$ cat src/rtl/fpga_exit_status_blinker.sv
// Captures the first program exit and shows it on the board LED: steady on for a pass,
// or a repeating burst of exit_value[3:0] blinks (0 means 16) separated by an off gap for a failure.
module fpga_exit_status_blinker #(
  parameter int unsigned TICK_DIV  = 12500000,
  parameter int unsigned GAP_UNITS = 4
) (
  input  logic        clk_i,
  input  logic        rst_ni,
  input  logic        exit_valid_i,
  input  logic [31:0] exit_value_i,
  output logic        status_led_o,
  output logic        exit_latched_o,
  output logic [31:0] exit_value_q_o,
  output logic        busy_o
);

  localparam int unsigned GapTicks = GAP_UNITS * TICK_DIV;
  localparam int unsigned CntW     = (GapTicks > 2) ? $clog2(GapTicks) : 1;

  localparam logic [CntW-1:0] UnitLast = CntW'(TICK_DIV - 1);
  localparam logic [CntW-1:0] GapLast  = CntW'(GapTicks - 1);

  localparam logic [2:0] StIdle = 3'd0;
  localparam logic [2:0] StPass = 3'd1;
  localparam logic [2:0] StOn   = 3'd2;
  localparam logic [2:0] StOff  = 3'd3;
  localparam logic [2:0] StGap  = 3'd4;

  logic [2:0]      state_q, state_d;
  logic [CntW-1:0] tick_q, tick_d;
  logic [4:0]      blink_q, blink_d;
  logic [31:0]     value_q, value_d;
  logic            latched_q, latched_d;
  logic            valid_q;
  logic            led_q, led_d;
  logic            capture_evt;

  // A zero nibble stands for sixteen blinks.
  function automatic logic [4:0] blinks_from_nibble(input logic [3:0] nib);
    return (nib == 4'd0) ? 5'd16 : {1'b0, nib};
  endfunction

  assign capture_evt = exit_valid_i && !valid_q && (state_q == StIdle);

  always_comb begin
    state_d   = state_q;
    tick_d    = tick_q;
    blink_d   = blink_q;
    value_d   = value_q;
    latched_d = latched_q;
    case (state_q)
      StIdle: begin
        if (capture_evt) begin
          value_d   = exit_value_i;
          latched_d = 1'b1;
          tick_d    = '0;
          blink_d   = blinks_from_nibble(exit_value_i[3:0]);
          state_d   = (exit_value_i == 32'd0) ? StPass : StOn;
        end
      end
      StPass: begin
        state_d = StPass;
      end
      StOn: begin
        if (tick_q == UnitLast) begin
          tick_d  = '0;
          state_d = StOff;
        end else begin
          tick_d = tick_q + 1'b1;
        end
      end
      StOff: begin
        if (tick_q == UnitLast) begin
          tick_d  = '0;
          blink_d = blink_q - 5'd1;
          state_d = (blink_q == 5'd1) ? StGap : StOn;
        end else begin
          tick_d = tick_q + 1'b1;
        end
      end
      StGap: begin
        if (tick_q == GapLast) begin
          tick_d  = '0;
          blink_d = blinks_from_nibble(value_q[3:0]);
          state_d = StOn;
        end else begin
          tick_d = tick_q + 1'b1;
        end
      end
      default: begin
        tick_d  = '0;
        state_d = StIdle;
      end
    endcase
  end

  // Registered LED tracks the state being entered so it is high exactly in PASS/ON cycles.
  assign led_d = (state_d == StPass) || (state_d == StOn);

  always_ff @(posedge clk_i) begin
    if (!rst_ni) begin
      state_q   <= StIdle;
      tick_q    <= '0;
      blink_q   <= 5'd0;
      value_q   <= 32'd0;
      latched_q <= 1'b0;
      valid_q   <= 1'b0;
      led_q     <= 1'b0;
    end else begin
      state_q   <= state_d;
      tick_q    <= tick_d;
      blink_q   <= blink_d;
      value_q   <= value_d;
      latched_q <= latched_d;
      valid_q   <= exit_valid_i;
      led_q     <= led_d;
    end
  end

  assign status_led_o   = led_q;
  assign exit_latched_o = latched_q;
  assign exit_value_q_o = value_q;
  assign busy_o         = (state_q == StOn) || (state_q == StOff) || (state_q == StGap);

endmodule

$ cat config.mk
export PLATFORM = sky130hd
export DESIGN_NAME = fpga_exit_status_blinker
export DESIGN_NICKNAME = d
export VERILOG_FILES = /design/src/rtl/fpga_exit_status_blinker.sv
export SDC_FILE = /design/constraint.sdc
export NUM_CORES = 1
export LEC_CHECK = 0
export BUFFER_PORTS_ARGS = -buffer_cell sky130_fd_sc_hd__buf_2
export CAP_MARGIN = 10
export CORE_ASPECT_RATIO = 1.25
export CORE_MARGIN = 2
export CORE_UTILIZATION = 50
export DETAILED_ROUTE_END_ITERATION = 10
export HOLD_SLACK_MARGIN = 0.03
export MAX_ROUTING_LAYER = met4
export PLACE_DENSITY = 0.78
export SLEW_MARGIN = 25
export SYNTH_ARGS = -nofsm -noshare
export SYNTH_HDL_FRONTEND = slang
export SYNTH_SLANG_ARGS = --single-unit
$ cat constraint.sdc
create_clock -name clk_i -period 5.1 [get_ports clk_i]
set_input_delay 0.51 -clock clk_i [delete_from_list [all_inputs] [get_ports clk_i]]
set_output_delay 0.51 -clock clk_i [all_outputs]
set_load 0.02 [all_outputs]
Word level (Yosys, flattened, before mapping)
Cells that the tools add are included.
- flip-flop bits (word level): 69
- bits of input ports: 35
- word-level logic and storage cells: 54
- add/sub/neg operators: 2
- eq/ne operators: 12
- mux-type cells: 17
- bitwise operators: 1
- reduce and logical (&&, ||, !) cells: 15
- operators by type and width (cell ; number):
    case mux 26 bit (4 select lines) ; 1
    2-to-1 mux 26 bit ; 3
    zero test 32 bit ; 1
    adder 26 x 1 -> 26 bit (second input constant) ; 1
    == test 26 x 24 -> 1 bit (second input constant) ; 1
    == test 26 bit (second input constant) ; 1
    2-to-1 mux 5 bit ; 5
    2-to-1 mux 3 bit ; 5
    case mux 3 bit (5 select lines) ; 1
    case mux 5 bit (3 select lines) ; 1
    == test 3 x 2 -> 1 bit (second input constant) ; 3
    zero test 4 bit ; 2
    == test 3 x 1 -> 1 bit (second input constant) ; 2
    != test 2 bit (second input constant) ; 3
    == test 5 x 1 -> 1 bit (second input constant) ; 1
    subtractor 5 x 1 -> 5 bit (second input constant) ; 1
    AND reduction 2 bit ; 2
    AND reduction 4 bit ; 1
    == test 3 bit (second input constant) ; 1
    zero test 3 bit ; 1
    logical OR 1 bit ; 3
    nonzero test 3 bit ; 1
    logical AND 1 bit ; 2
    2-to-1 mux 2 bit ; 1
    other kinds (3) ; 3

Logic depth before layout (Yosys ltp)
Gate-level depths: netlist of run 1.
- word-level depth: 7
- gate-level depth with buffers: 8
- mapped depth without buffers: 8

Worst setup path after synthesis of run 1
Ideal clock, no wire load.
- kind: input-to-reg
- start point: in exit_valid_i
- end point: reg tick_q[25]
- library setup time: 120 ps
- arrival time: 1813 ps
- required time: 4980 ps
- slack: 3167 ps
- stages: 6
- buffers on the path: 0
- cell sequence: nor3b_1 o311ai_0 or3_4 nor4_2 xnor2_1 nor2_1
- word-level cells in the longest chain between the ends: 4
- ends and longest elaborated chain (what ; line ; source):
    start, declared ; 9 ; input logic exit_valid_i,
    logical AND 1 bit (2 in series) ; 43 ; assign capture_evt = exit_valid_i && !valid_q && (state_q == StIdle);
    != test 2 bit (no line) ; n/a ;
    AND reduction 2 bit (no line) ; n/a ;
    end signal, assigned ; 111 ; tick_q <= tick_d;
    end, declared ; 30 ; logic [CntW-1:0] tick_q, tick_d;
No other way between the ends.
A chain may end at the register's enable or synchronous reset.

Final worst setup path of run 1
- start point: reg tick_q[5]
- end point: reg tick_q[8]
- word-level cells in the longest chain between the ends: 3
- elaborated cells between the ends (all ways): 6
- ends and longest elaborated chain (what ; line ; source):
    adder 26 x 1 -> 26 bit, or another cell as far along ; 69, 78, 87 ;
    2-to-1 mux 26 bit (on tied branches) ; 82, 65, 73 ;
    case mux 26 bit (4 select lines) (*) ; 51 ; case (state_q)
Every way passes the cells marked *; elsewhere a longest branch is shown, timed or not.

==> flow_metrics.tcl, run 1 <==
set metrics [dict create \
    cp_max_fo 25 \
    synth_top_area_share_pct 43.0 \
    layout_common_cells "nand2_1 (89), dfxtp_1 (69), buf_2 (69)" \
    wirelength_um 7330 \
    crit_required_ps 5310 \
    end_kind "flop" \
    cts.sinks 69 \
    wl_per_cell_um 13.3 \
    drcViolationCount 0 \
    die_height_um 93.6 \
    syn-num-nets 438 \
    synthCells 400 \
    layout-drive-gt1-share_pct 21.4 \
    synthDistinctLibCells 48 \
    fin_skew_ps 11.0 \
    worstPathArrival_ps 2500 \
    crit_chain "or3_1, nor4_1, and3_1, o21ai_1, o21ai_4, nor2_1" \
    hold_buffers 0 \
    ir_drop_v 0.000213 \
    gp_congestion 0.940 \
    grt-ovfl-total 0 \
    design.die.area_mm2 0.00708 \
    drtIter0Drc 125 \
    initial_core_util_pct 51.7 \
    hold_class "in2reg" \
    layout_commonest_cell "nand2_1" \
    p_seq_share_pct 46.9 \
    final_hold_viol_count 0 \
    firstDrtPassIters 4 \
    swShare_pct 26.2 \
    run_status "finished, final reports clean" \
    clkLatencyLatePin_ps 350 \
    relSlewSlack_pct 50.8 \
    maxCapViolCount 0 \
    yosys_warnings 0 \
    cts_setup_buffers 0 \
    power_switching_mw 0.323 \
    num-fill-cells 556 \
    setup_violations 0 \
    antenna_found_initial 0 \
    p_leak_nw 1.47 \
    syn_avg_cell_area_um2 8.02 \
    grt_pass1_wl_um 12100 \
    utilization_pct 61.7 \
    p_comb_share_pct 12.7 \
    power_density_mw_per_mm2 322 \
    tightest_slew_ps 726 \
    ys_top_cells_by_area "dfxtp_1 (43%), nand2_1 (10%), a21oi_1 (6.1%)" \
    place_hpwl_um 5350 \
    power_frac_clock_pct 40.3 \
    numPortBuffers 69 \
    layout.nets 501 \
    slowest_delay_ps 530 \
    slowest_stage "o21ai_4" \
    ys_ff_latch 69 \
    synth_enable_flop_cells 0 \
    die_w_um 75.7 \
    ios 70 \
    syn_to_final_growth_pct 19.3 \
    synthesis.area_mm2 0.00321 \
    vias 2979 \
    yosys_most_used_dff "dfxtp_1" \
    antenna_left 0 \
    grtUsageTotal_pct 22.7 \
    cts_inserted_buffers 9 \
    crit_type "reg2reg" \
    clockBufferDepth 2 \
    grt_max_degree 40 \
    drv_slew 0 \
    n_antenna_cell 0 \
    power.internal_mw 0.909 \
    grt_pass1_vias 2797 \
    htree_levels 3 \
    fp-row-count 32 \
    core_area_mm2 0.00621 \
    max_freq_mhz 436 \
    fin_tns_setup_ps 0 \
    clkSlewWorstSetupHoldPaths_ps 80 \
    crit_path_start_kind "flop" \
    cts_tree "done" \
    rsz0062_at_grt "false" \
    post_drt_via_cell_ratio 5.39 \
    finalCritPeriodShare_pct 44.9 \
    async_flop_share_pct 0 \
    post_cts_resize_count 0 \
    ys_seq_area_share_pct 43.0 \
    period_needed_ps 2290 \
    synth.largest_area_cell "dfxtp_1" \
    clockRootBuffer "clkbuf_8" \
]
==> critical path: cells and delay by family (launching register included) <==
kind / cells / cell delay [ps]
AND/OR/NAND/NOR: 4 / 1120
AO/OA/AOI/OAI: 2 / 650
flip-flops: 1 / 380
==> metrics by stage <==
stage	worst slack, ps	instances	total power [mW]	hold slack, ps	instance area [um^2]
finish	2810	553	1.23	404	3830
global route	2640	553	1.28	409	3830
CTS	2780	553	1.24	394	3830
detailed placement	2700	537	0.747	444	3600
global placement	2690	535	0.740	440	3580
floorplan	3170	400	0.694	486	3210
==> per-layer routing <==
layer,vias up,track usage [%],share of wire (%)
li1,1503,-,-
met1,1385,25.7,43
met2,79,38.2,50
met3,12,4.42,4.8
met4,0,9.80,2.0
met5,-,-,0
==> state kept, by name (all words and copies together) (netlist names) <==
name / flops
status_led_o: 1
valid_q: 1
tick_q: 26
exit_value_q_o: 32
exit_latched_o: 1
blink_q: 5
state_q: 3
==> power groups by stage <==
stage	combinational (mW)	sequential, mW	clock (mW)
global placement	0.151	0.589	0
CTS	0.158	0.578	0.507
finish	0.157	0.578	0.497
global route	0.173	0.581	0.525
detailed placement	0.157	0.590	0
floorplan	0.0863	0.608	0
==> cell families (layout without fill, tap and decap cells) <==
kind of cell | after synthesis | count (layout) | synth area share, %
buffers and inverters | 28 | 96 | 3.94
and+or+nand+nor | 202 | 202 | 30.6
xor gates and xnor gates | 27 | 27 | 7.37
DFF | 69 | 69 | 43.0
AOI/OAI and AO/OA | 69 | 69 | 13.3
adders and majority gates | 3 | 3 | 1.17
muxes | 2 | 2 | 0.624
==> layout make-up <==
cell class | count | area (um^2) | area share (%)
Clock buffer | 11 | 141 | 3.69
Clock inverter | 5 | 83.8 | 2.19
Inverter | 8 | 30.0 | 0.784
Multi-Input combinational cell | 303 | 1710 | 44.6
Sequential cell | 69 | 1380 | 36.1
Tap cell | 85 | 106 | 2.78
Timing Repair Buffer | 72 | 379 | 9.90
==> worst paths after layout <==
check	start	end	slack (ps)	cells after the start
max reg2reg	tick_q[5]$_SDFFE_PN0P_	tick_q[8]$_SDFFE_PN0P_	2810	6
max	tick_q[5]$_SDFFE_PN0P_	tick_q[8]$_SDFFE_PN0P_	2810	6
min reg2reg	exit_value_q_o[6]$_SDFFE_PN0P_	exit_value_q_o[6]$_SDFFE_PN0P_	450	2
min	exit_value_i[12]	exit_value_q_o[12]$_SDFFE_PN0P_	400	3
==> cells in the mapped netlist (6+ instances only) <==
| library cell | number |
|---|---|
| inv_1 | 8 |
| or3_1 | 6 |
| a21oi_1 | 39 |
| xnor2_1 | 16 |
| clkbuf_1 | 15 |
| o21ai_0 | 9 |
| dfxtp_1 | 69 |
| nor4_1 | 11 |
| nor2_1 | 45 |
| nand4_1 | 11 |
| nand2_1 | 89 |
| xor2_1 | 11 |
| nand2b_1 | 6 |
(Power assumes the default switching activity.)
==> inputs of run 2 (changes only) <==
Settings changed: ABC_AREA from default to 1, PLACE_DENSITY 0.78 to 0.8.
Clock period 5.1 ns to 1.9 ns, I/O delays scaled along.
==> flow_metrics.tcl, run 2 <==
set metrics [dict create \
    run_status "finished, final reports clean" \
    antenna_found_initial 0 \
    synthesis.area_mm2 0.00359 \
    p_seq_share_pct 49.2 \
    synthCells 523 \
    largest_reg_flops 32 \
    synth_enable_flop_cells 0 \
    clockBufferDepth 2 \
    crit_path_start_kind "flop" \
    core_area_mm2 0.00698 \
    synthDistinctLibCells 41 \
    dp_slack_ps 74.0 \
    crit_required_ps 2150 \
    synth_top_area_share_pct 38.4 \
    layout_common_cells "nor2_1 (117), nand2_1 (79), buf_2 (69)" \
    slowest_delay_ps 570 \
    final_hold_viol_count 0 \
    grt-ovfl-total 0 \
    layout_commonest_cell "nor2_1" \
    wirelength_um 8870 \
    reg2reg_depth 7 \
    final.setup.worst_slack_ps 99.3 \
    cts_tree "done" \
    syn_avg_cell_area_um2 6.87 \
    fin_tns_setup_ps 0 \
    gp_congestion 0.945 \
    hold_ws_ps 39.6 \
    wl_per_cell_um 12.8 \
    clkSlewWorstSetupHoldPaths_ps 80 \
    swShare_pct 31.1 \
    maxCapViolCount 0 \
    synth.largest_area_cell "dfxtp_1" \
    tightest_slew_ps 593 \
    layout.nets 636 \
    htree_levels 3 \
    yosys_warnings 0 \
    drtIter0Drc 231 \
    clockRootBuffer "clkbuf_8" \
    r2r_end "tick_q[25]$_SDFFE_PN0P_" \
    place_hpwl_um 6590 \
    drcViolationCount 0 \
    die_height_um 98.8 \
    yosys_most_used_dff "dfxtp_1" \
    power.internal_mw 2.20 \
    p_comb_share_pct 16.8 \
    hold_class "in2reg" \
    grtUsageTotal_pct 24.7 \
    end_kind "flop" \
    cts.sinks 69 \
    cp_max_fo 6 \
    min_from "exit_valid_i" \
    p_leak_nw 1.91 \
    firstDrtPassIters 7 \
    crit_chain "nand2_1, inv_1, nand3_1, nor4_1, nand4_1, nand2_1, nor2_2" \
    ir_drop_v 0.000527 \
    clkLatencyLatePin_ps 350 \
    cp-endpoint "tick_q[25]$_SDFFE_PN0P_" \
    fp-row-count 34 \
    relSlewSlack_pct 60.1 \
    syn_to_final_growth_pct 18.0 \
    setup_violations 0 \
    ys_top_cells_by_area "dfxtp_1 (38%), nor2_1 (12%), nand2_1 (8.3%)" \
    finalCritPeriodShare_pct 94.8 \
    path_common_cell "nand2_1" \
    ys_ff_latch 69 \
    grt_pass1_vias 3549 \
    design.die.area_mm2 0.00789 \
    max_freq_mhz 555 \
    crit_type "reg2reg" \
    ys_top_cells_by_count "nor2_1 (117), nand2_1 (79), dfxtp_1 (69)" \
    die_w_um 79.8 \
    cp-startpoint "tick_q[16]$_SDFFE_PN0P_" \
    worstPathArrival_ps 2050 \
    drv_slew 0 \
    power_switching_mw 0.991 \
    ys_seq_area_share_pct 38.4 \
    grt_pass1_wl_um 15200 \
    fin_skew_ps 14.9 \
    slowest_stage "nor4_1" \
    hold_buffers 0 \
    grt_max_degree 29 \
    rrSetupSlack_ps 100 \
    vias 3614 \
    power_frac_clock_pct 34.1 \
    cts_inserted_buffers 9 \
    yosysMostFrequentCell "nor2_1" \
    async_flop_share_pct 0 \
    rsz0062_at_grt "false" \
    antenna_left 0 \
    layout-drive-gt1-share_pct 23.7 \
    n_antenna_cell 0 \
    numPortBuffers 69 \
    ios 70 \
    syn-num-nets 561 \
    initial_core_util_pct 51.5 \
    post_drt_via_cell_ratio 5.22 \
    period_needed_ps 1800 \
    r2r_start "tick_q[16]$_SDFFE_PN0P_" \
    power_density_mw_per_mm2 752 \
]
[run 2: cell families after synthesis]
family,synth area share (%)
flip-flops,38.4
AO/OA/AOI/OAI,10.3
AND/OR/NAND/NOR,39.9
adder cells (fa/ha/maj),1.04
buffers and inverters,9.02
XOR/XNOR,1.22
[run 2: repair_timing]
item / 4_1_cts / 5_1_grt
buffers inserted: 0 / 3
resized for setup: 0 / 3
setup endpoints to repair: 0 / 18
[run 2: layer usage]
metal | GRT usage (%) | vias to the layer above | part of all wire [%]
li1 | - | 1833 | -
met1 | 28.6 | 1626 | 43
met2 | 40.8 | 138 | 49
met3 | 4.40 | 17 | 5.8
met4 | 12.1 | 0 | 1.9
met5 | - | - | 0
[run 2: worst min-delay path by stage]
stage	to	slack, ps	cells past startpoint
3_5_place_dp	valid_q$_SDFF_PN0_	400	3
4_1_cts	valid_q$_SDFF_PN0_	30	3
3_3_place_gp	valid_q$_SDFF_PN0_	380	3
2_1_floorplan	valid_q$_SDFF_PN0_	280	2
5_1_grt	valid_q$_SDFF_PN0_	50	3
6_report	valid_q$_SDFF_PN0_	40	3
[run 2: final cells by class]
cell class	count	area, um^2
inverter	63	236
clock inverter	6	45.0
fill	646	2740
sequential	69	1380
tap	90	113
multi-input combinational	376	1890
clock buffer	10	128
timing repair buffer	79	445
[run 2: power by group through the flow]
stage | Clock, mW | Sequential, mW | Combinational [mW]
floorplan | 0 | 1.68 | 0.268
global placement | 0 | 1.60 | 0.501
detailed placement | 0 | 1.60 | 0.513
CTS | 1.10 | 1.57 | 0.514
global route | 1.17 | 1.58 | 0.592
finish | 1.09 | 1.57 | 0.534
[run 2: per-stage QoR]
step	util, %	power, mW	std cells	instance area, um^2
final	60.8	3.19	693	4240
after global routing	60.8	3.34	693	4240
after CTS	60.0	3.18	690	4190
after detailed placement	57.6	2.11	674	4020
after global placement	57.6	2.10	674	4020
after floorplan	-	1.95	523	3590
[run 2: critical path, delay by kind of cell (launching register included)]
family	cells	cell delay, ps
DFF	1	490
buffers and inverters	1	90
and+or+nand+nor	6	1130
==> inputs of run 3 (changes only) <==
Settings changed: CTS_CLUSTER_DIAMETER from default to 40, PLACE_DENSITY 0.8 to 0.76.
==> flow_metrics.tcl, run 3 (same netlist as run 2, synthesis figures left out) <==
set metrics [dict create \
    p_leak_nw 1.91 \
    drtIter0Drc 211 \
    worstPathArrival_ps 2000 \
    design.die.area_mm2 0.00789 \
    grt-ovfl-total 0 \
    numPortBuffers 69 \
    grt_pass1_wl_um 15400 \
    n_antenna_cell 0 \
    finalCritPeriodShare_pct 92.5 \
    power_density_mw_per_mm2 748 \
    clockRootBuffer "clkbuf_8" \
    cts_inserted_buffers 9 \
    hold_class "in2reg" \
    drcViolationCount 0 \
    final.setup.worst_slack_ps 142 \
    die_height_um 98.8 \
    period_needed_ps 1760 \
    syn_to_final_growth_pct 18.1 \
    dpl_cell_area_mm2 0.00402 \
    post_drt_via_cell_ratio 5.23 \
    layout-drive-gt1-share_pct 23.8 \
    utilization_pct 60.8 \
    ir_drop_v 0.000503 \
    rrSetupSlack_ps 140 \
    fin_tns_setup_ps 0 \
    crit_required_ps 2140 \
    wirelength_um 8730 \
    final_cells 694 \
    grt_max_degree 29 \
    cp-startpoint "tick_q[0]$_SDFFE_PN0P_" \
    fin_area_mm2 0.00424 \
    r2r_end "tick_q[8]$_SDFFE_PN0P_" \
    cts.sinks 69 \
    p_comb_share_pct 16.6 \
    fin_skew_ps 13.0 \
    gp_congestion 0.962 \
    reg2reg_depth 11 \
    fp-row-count 34 \
    largest_reg_flops 32 \
    layout_common_cells "nor2_1 (117), nand2_1 (79), buf_2 (69)" \
    power_switching_mw 0.980 \
    run_status "finished, final reports clean" \
    ios 70 \
    end_kind "flop" \
    r2r_start "tick_q[0]$_SDFFE_PN0P_" \
    cp-endpoint "tick_q[8]$_SDFFE_PN0P_" \
    num-fill-cells 663 \
    cts_tree "done" \
    relSlewSlack_pct 68.5 \
    dp_slack_ps 45.0 \
    firstDrtPassIters 5 \
    max_freq_mhz 569 \
    cp_max_fo 6 \
    clockBufferDepth 2 \
    power.internal_mw 2.20 \
    core_area_mm2 0.00698 \
    clkSlewWorstSetupHoldPaths_ps 80 \
    place_hpwl_um 6550 \
    htree_levels 3 \
    crit_type "reg2reg" \
    layout.nets 637 \
    crit_path_start_kind "flop" \
    power_frac_clock_pct 34.0 \
    setup_violations 0 \
    swShare_pct 30.8 \
    initial_core_util_pct 51.5 \
    maxCapViolCount 0 \
    dp_cells 674 \
    antenna_left 0 \
    hold_ws_ps 74.5 \
    die_w_um 79.8 \
    total_power_mw 3.18 \
    drv_slew 0 \
    antenna_found_initial 0 \
    final_hold_viol_count 0 \
    wl_per_cell_um 12.6 \
    p_seq_share_pct 49.4 \
    vias 3630 \
    clkLatencyLatePin_ps 350 \
    grt_pass1_vias 3493 \
    tightest_slew_ps 473 \
    grtUsageTotal_pct 24.9 \
    rsz0062_at_grt "false" \
    layout_commonest_cell "nor2_1" \
]
run 3: cell count changes in the layout (fill, tap and decap cells not counted):
cell           before  now
buf_12              2    1
buf_4               8    9
clkinv_2            1    0
clkinv_4            0    2
dfxtp_1            67   66
dfxtp_2             2    3
dlygate4sd3_1       0    1
inv_6               2    1
o21ai_0            39   38
o21ai_1             2    3
run 3: power groups by stage:
| stage | sequential, mW | combinational (mW) | clock [mW] |
|---|---|---|---|
| floorplan | 1.68 | 0.268 | 0 |
| global placement | 1.60 | 0.503 | 0 |
| detailed placement | 1.60 | 0.513 | 0 |
| CTS | 1.57 | 0.515 | 1.11 |
| global route | 1.58 | 0.592 | 1.18 |
| finish | 1.57 | 0.528 | 1.08 |
run 3: critical path: stages, from the launching register on:
cell and delay, ps:
dfxtp_2 380, ha_2 230, nand2_2 80, nor2_1 90
nand2_1 90, nor2_4 180, nand2_4 80, nand2_4 80
nand3_4 120, nand2_8 110, buf_4 150, nor3_1 40
run 3: how the worst min path moves through the flow:
stage                           startpoint                              end  slack, ps  depth (start not counted)
after floorplan               exit_valid_i               valid_q$_SDFF_PN0_        280                          2
final                     exit_value_i[14]  exit_value_q_o[14]$_SDFFE_PN0P_         70                          3
after global routing       exit_value_i[9]   exit_value_q_o[9]$_SDFFE_PN0P_         70                          3
after global placement        exit_valid_i               valid_q$_SDFF_PN0_        390                          3
after CTS                 exit_value_i[14]  exit_value_q_o[14]$_SDFFE_PN0P_         60                          3
after detailed placement      exit_valid_i               valid_q$_SDFF_PN0_        390                          3
run 3: layout make-up:
type | count | area (um^2) | share of cell area (%)
Timing Repair Buffer | 80 | 443 | 10.4
Sequential cell | 69 | 1390 | 32.6
Multi-Input combinational cell | 376 | 1890 | 44.5
Inverter | 63 | 236 | 5.57
Clock inverter | 6 | 48.8 | 1.15
Clock buffer | 10 | 128 | 3.01
Tap cell | 90 | 113 | 2.65
run 3: what timing repair did:
| action | 4_1_cts | 5_1_grt |
|---|---|---|
| endpoints found under the hold margin | 1 | 0 |
| hold buffers | 1 | 0 |
| resized for setup | 0 | 5 |
| buffers inserted | 0 | 3 |
| setup endpoints to repair | 0 | 26 |
run 3: layer usage:
metal  track usage (%)  vias to the layer above  part of all wire [%]
met1              29.1                     1651                    42
li1                  -                     1836                     -
met3              6.50                       18                   6.1
met2              41.0                      125                    50
met5                 -                        -                     0
met4              9.13                        0                   2.0
